==> src/rtl/led_scan_driver.sv <==
// led_scan_driver: row-scanned 8x8 LED driver with per-row PWM brightness and frame-synchronous brightness update.
module led_scan_driver #(
    parameter int          TICK_DIV     = 4,
    parameter int          BLANK_CYCLES = 8,
    parameter logic [7:0]  BRIGHT_INIT  = 8'h80
) (
    input  logic       clk,
    input  logic       rst_n,
    input  logic [7:0] row_data,
    output logic [2:0] row_idx,
    input  logic       brightness_valid,
    input  logic [7:0] brightness,
    output logic [7:0] row_sel,
    output logic [7:0] col_out,
    output logic       frame_start
);
    typedef enum logic [2:0] {FETCH, LATCH, DISPLAY, BLANK, NEXT} state_t;
    localparam logic [7:0] DIV_LAST   = 8'(TICK_DIV - 1);
    localparam logic [7:0] BLANK_LAST = 8'(BLANK_CYCLES - 1);
    state_t     state, state_n;
    logic       started;
    logic [2:0] idx_n;
    logic [7:0] row_reg, row_reg_n, pwm_cnt, pwm_n, div_cnt, div_n;
    logic [7:0] bright_pend, bright_pend_n, bright_act, bright_act_n;
    logic [7:0] row_sel_n, col_n;
    logic       fs_n, disp_n;
    always_comb begin
        state_n       = state;
        idx_n         = row_idx;
        row_reg_n     = row_reg;
        pwm_n         = pwm_cnt;
        div_n         = div_cnt;
        bright_pend_n = brightness_valid ? brightness : bright_pend;
        bright_act_n  = bright_act;
        case (state)
            // the first FETCH after reset is held one edge so frame_start can pulse
            FETCH:   state_n = started ? LATCH : FETCH;
            LATCH: begin
                row_reg_n = row_data;
                pwm_n     = 8'd0;
                div_n     = 8'd0;
                state_n   = DISPLAY;
            end
            DISPLAY: begin
                div_n   = (div_cnt == DIV_LAST) ? 8'd0 : div_cnt + 8'd1;
                pwm_n   = (div_cnt == DIV_LAST) ? pwm_cnt + 8'd1 : pwm_cnt;
                state_n = (div_cnt == DIV_LAST && pwm_cnt == 8'hFF) ? BLANK : DISPLAY;
            end
            BLANK: begin
                div_n   = (div_cnt == BLANK_LAST) ? 8'd0 : div_cnt + 8'd1;
                state_n = (div_cnt == BLANK_LAST) ? NEXT : BLANK;
            end
            NEXT: begin
                idx_n        = row_idx + 3'd1;
                bright_act_n = (row_idx == 3'd7) ? bright_pend : bright_act;
                state_n      = FETCH;
            end
            default: state_n = FETCH;
        endcase
        disp_n    = (state_n == DISPLAY);
        row_sel_n = disp_n ? ~(8'b1 << idx_n) : 8'hFF;
        col_n     = (disp_n && pwm_n < bright_act_n) ? row_reg_n : 8'h00;
        fs_n      = (state_n == FETCH) && (idx_n == 3'd0);
    end
    always_ff @(posedge clk or negedge rst_n) begin
        if (!rst_n) begin
            state       <= FETCH;
            started     <= 1'b0;
            row_idx     <= 3'd0;
            row_reg     <= 8'd0;
            pwm_cnt     <= 8'd0;
            div_cnt     <= 8'd0;
            bright_pend <= BRIGHT_INIT;
            bright_act  <= BRIGHT_INIT;
            row_sel     <= 8'hFF;
            col_out     <= 8'h00;
            frame_start <= 1'b0;
        end else begin
            state       <= state_n;
            started     <= 1'b1;
            row_idx     <= idx_n;
            row_reg     <= row_reg_n;
            pwm_cnt     <= pwm_n;
            div_cnt     <= div_n;
            bright_pend <= bright_pend_n;
            bright_act  <= bright_act_n;
            row_sel     <= row_sel_n;
            col_out     <= col_n;
            frame_start <= fs_n;
        end
    end
endmodule

==> config.mk <==
export PLATFORM = sky130hd
export DESIGN_NAME = led_scan_driver
export DESIGN_NICKNAME = d
export VERILOG_FILES = /design/src/rtl/led_scan_driver.sv
export SDC_FILE = /design/constraint.sdc
export NUM_CORES = 1
export LEC_CHECK = 0
export BUFFER_PORTS_ARGS = -buffer_cell sky130_fd_sc_hd__buf_2
export CAP_MARGIN = 20
export CORE_ASPECT_RATIO = 0.8
export CORE_MARGIN = 2
export CORE_UTILIZATION = 64
export CTS_BUF_LIST = sky130_fd_sc_hd__clkbuf_8
export CTS_CLUSTER_DIAMETER = 200
export DETAILED_ROUTE_END_ITERATION = 6
export GPL_TIMING_DRIVEN = 0
export PLACE_DENSITY = 0.87
export SKIP_LAST_GASP = 1
export SLEW_MARGIN = 30
export SYNTH_ARGS = -nofsm -noshare
export SYNTH_HDL_FRONTEND = slang
export SYNTH_SLANG_ARGS = --single-unit
==> constraint.sdc <==
create_clock -name clk -period 8.34 [get_ports clk]
set_input_delay 0.834 -clock clk [delete_from_list [all_inputs] [get_ports clk]]
set_output_delay 0.834 -clock clk [all_outputs]
set_load 0.02 [all_outputs]
==> results summary <==
The post-detailed-placement half-perimeter wirelength came out at 4.00 mm. The CTS sink count is 64. The largest total area in the synthesized netlist belongs to dfrtp_1.

The clock insertion delay at the later pin of the skew report is 0.34 ns. The arrival time reported for the critical path endpoint came out at 3.98 ns. The die boundary height is 64.6 um. Once detail routing completed, the nets flagged for antenna violations numbered 0. Data on the critical path is required at its endpoint by 8.60 ns. VDD sags by at most 247 uV.

The global-route congestion overflow total came out at 0. The internal power came out at 0.706 mW. The post-route fraction of the period consumed by the critical path came out at 44.6%.

The global-route wire length before repair is 10.1 mm. The synthesized area came out at 2930 um2. For this run, the number of Yosys warnings is 0. The placed standard-cell area is 3200 um2. Registers take 1610 um2. The final net count is 330. Setup repair after global routing left no endpoint under its margin. Measured against its own limit, the worst slew margin works out to 49.7%. The deepest clock path buffer count came out at 2.

The timing-limited maximum frequency is 269 MHz. Traced cell by cell, the critical path runs through or4_1 > buf_6 > nor4_2 > nand4_1 > o211ai_1 > o31ai_1 > ha_1 > nand4_1 > nor3_1 > mux2i_1 > nand4_1 > nor2_1. The number of standard-cell rows in the floorplan is 22.

In the post-synthesis netlist, the biggest area contributors are dfrtp_1 (46%), dfstp_2 (9.0%), mux2_2 (7.3%). The unique cell type count in the Yosys netlist is 50. The final hold violation count is 0. For the pin with the worst max-slew slack, the measured transition is 0.754 ns. The share of the Yosys chip area taken by registers is 55.0%. The library cell used most frequently in the layout, excluding fill and tap cells, is dfrtp_1. In this design, the largest share of critical-path delay is due to simple AND/OR/NAND/NOR gates.

The post-synthesis register bit count is 64. The total of endpoints with negative setup slack in the final report is 0. The launching instance or port of the critical path is div_cnt[3]$_DFFE_PN0P_. In this run the critical register-to-register path is launched from div_cnt[3]$_DFFE_PN0P_. The startpoint identified for the worst hold timing path is bright_act[4]$_DFF_PN0_. The buffer and inverter count on the worst path came out at 1.

The number of violations reported at the end of detailed-routing iteration 0 is 153. The first-pass iteration count of the detailed router came out at 4. The share of power burned in the clock network is 26.8%. The delay contributed by the slowest stage of the critical path is 0.57 ns. In this run the number of cells on the critical path is 12. The post-synthesis cell count came out at 252. For this run, design rule violations remaining after detail routing come to 0. The average vias per placed instance came out at 5.87. The last weighted congestion value of the routability-driven placer came out at 0.771. In this run the post-CTS setup repair buffer count came out at 0. The number of inserted diodes came out at 0.

The leakage power figure came out at 1.64 nW. The number of global-route vias before repair is 2226. The number of vias in the routed layout came out at 2141. In the synthesized netlist the dominant register cell turns out to be dfrtp_1. The area of all placed cells without fillers is 3420 um2. The startpoint class of the critical path is a flip-flop. The net count after synthesis came out at 282. The layout cell share with drive strength beyond 1 came out at 30.8%.

The worst setup path is of the reg -> reg kind. TritonCTS built the clock tree. The setup skew after layout is 0.00796 ns. The area fraction of the dominant cell type after synthesis came out at 46.1%.

The core box area came out at 4490 um2. A synthesized cell averages 11.6 um2. After clock tree synthesis, the clock-pin slew on the worst setup and hold paths is 0.07 ns.

The final total negative setup slack came out at 0 ns. The number of cells on the worst hold path is 2. The area of the die came out at 5150 um2. The maximum number of pins on one net before global-route repair came out at 65. The cell count of the worst reg-to-reg path came out at 12.

The max-slew violation count came out at 0. The number of antenna violations at the first check in global routing came to 0. The floorplan step set the die width to 79.7 um. The number of top-level pins is 39. The post-layout total power came out at 1.09 mW. Global routing consumed, over all layers together, 26.1% of the routing resources. The final-layout worst hold slack is 0.494 ns. In this design, the critical path's most frequently occurring cell is nand4_1. The flow ran to the end, and the final reports show no timing, DRC or antenna violations. The overall routed net length is 5.78 mm. The routed wire length per instance is 15.8 um. The count of flip-flops with a built-in enable after synthesis is 0.

The final period demand of the worst path is 3.72 ns. The cell sitting at the root of the clock tree is a clkbuf_8. The total CTS buffers came out at 9. The capturing element type of the critical path is a flip-flop. For this design the total switching power over the nets is 0.381 mW. The switching share of power came out at 35.0%. The power density normalized to cell area is 318 nW/um2. The count of filler cells inserted in the layout came out at 282. The area of the multi-input gates came out at 1210 um2. The count of buffers from port buffering is 37. The relative contribution of sequential cells to total power is 38.8%. The fraction of registers with async set/reset is 100%.

The fraction of power consumed by combinational cells came out at 34.5%. Among all stages on the critical path, the largest delay is contributed by mux2i_1. The path class of the tightest hold or removal check is reg -> reg.

Across the run, the number of max-cap violations was 0. The top cell types in the final layout, fill and taps aside, are dfrtp_1 (54), buf_2 (40), nand2_1 (21). Of all nets on the critical path, the largest fanout is 8. The initial core utilization came out at 65.4%.

The number of instances resized during post-cts repair is 0. CTS built an H-tree with a depth of 3. The hold-fix buffer count after cts is 0. Relative to the synthesized area, the layout overhead comes to 16.5%.
## routing by layer
layer	vias up	GRT usage (%)	part of all wire (%)
met2	63	41.6	49
met1	1062	33.8	43
li1	1004	-	-
met5	-	0	0
met4	0	9.70	1.7
met3	12	8.22	5.9
## path summary, 6_finish.rpt
check | to | slack [ns]
min reg2reg | bright_act[4]$_DFF_PN0_ | 0.49
max reg2reg | col_out[0]$_DFF_PN0_ | 4.62
max in group asynchronous | col_out[5]$_DFF_PN0_ | 7.28
min | bright_act[4]$_DFF_PN0_ | 0.49
max | col_out[0]$_DFF_PN0_ | 4.62
min in group asynchronous | bright_pend[6]$_DFFE_PN0P_ | 0.57
## per-stage QoR
step,setup slack (ns),instances,utilization (%)
finish,4.62,365,76.2
global route,4.35,365,76.2
CTS,4.67,365,76.2
detailed placement,4.71,349,71.2
global placement,4.76,349,71.2
floorplan,5.24,252,-
## logic make-up after synthesis
kind of cell,after synthesis,synth area share (%)
AOI/OAI and AO/OA,30,7.33
xor gates and xnor gates,3,0.896
adders and majority gates,11,4.69
buffers and inverters,23,3.63
DFF,64,55.0
muxes,29,10.7
other,1,0.128
and+or+nand+nor,91,17.6
## tightest hold or removal path, cell delays in order (launching register included)
cell	delay, ns
dfrtp_1	0.32
mux2i_1	0.08
inv_1	0.06
## area by class of cell
type | count | share of cell area, %
Inverter | 10 | 1.10
Buffer | 13 | 2.01
Multi-Input combinational cell | 165 | 35.5
Clock buffer | 10 | 4.02
Sequential cell | 64 | 47.2
Clock inverter | 6 | 2.49
Tap cell | 60 | 2.20
Timing Repair Buffer | 37 | 5.49
## synth_stat cells (3+ instances only)
library cell and n:
a22o_1 3, buf_2 4, mux2i_1 9, o211ai_1 3
nand2_1 21, nand3_1 12, o21ai_0 7, a31oi_1 3
dfrtp_1 54, nor2_1 15, inv_1 10, nand4_1 13
nor3_1 6, dfstp_2 10, ha_1 11, clkbuf_1 7
a21oi_1 4, mux2_2 19
## power groups by stage
stage / sequential (mW) / combinational (mW) / clock (mW)
detailed placement: 0.426 / 0.372 / 0
CTS: 0.421 / 0.376 / 0.296
global route: 0.430 / 0.419 / 0.308
finish: 0.422 / 0.375 / 0.291
global placement: 0.421 / 0.353 / 0
floorplan: 0.442 / 0.256 / 0
No activity file was read; power rests on OpenSTA's default activity.
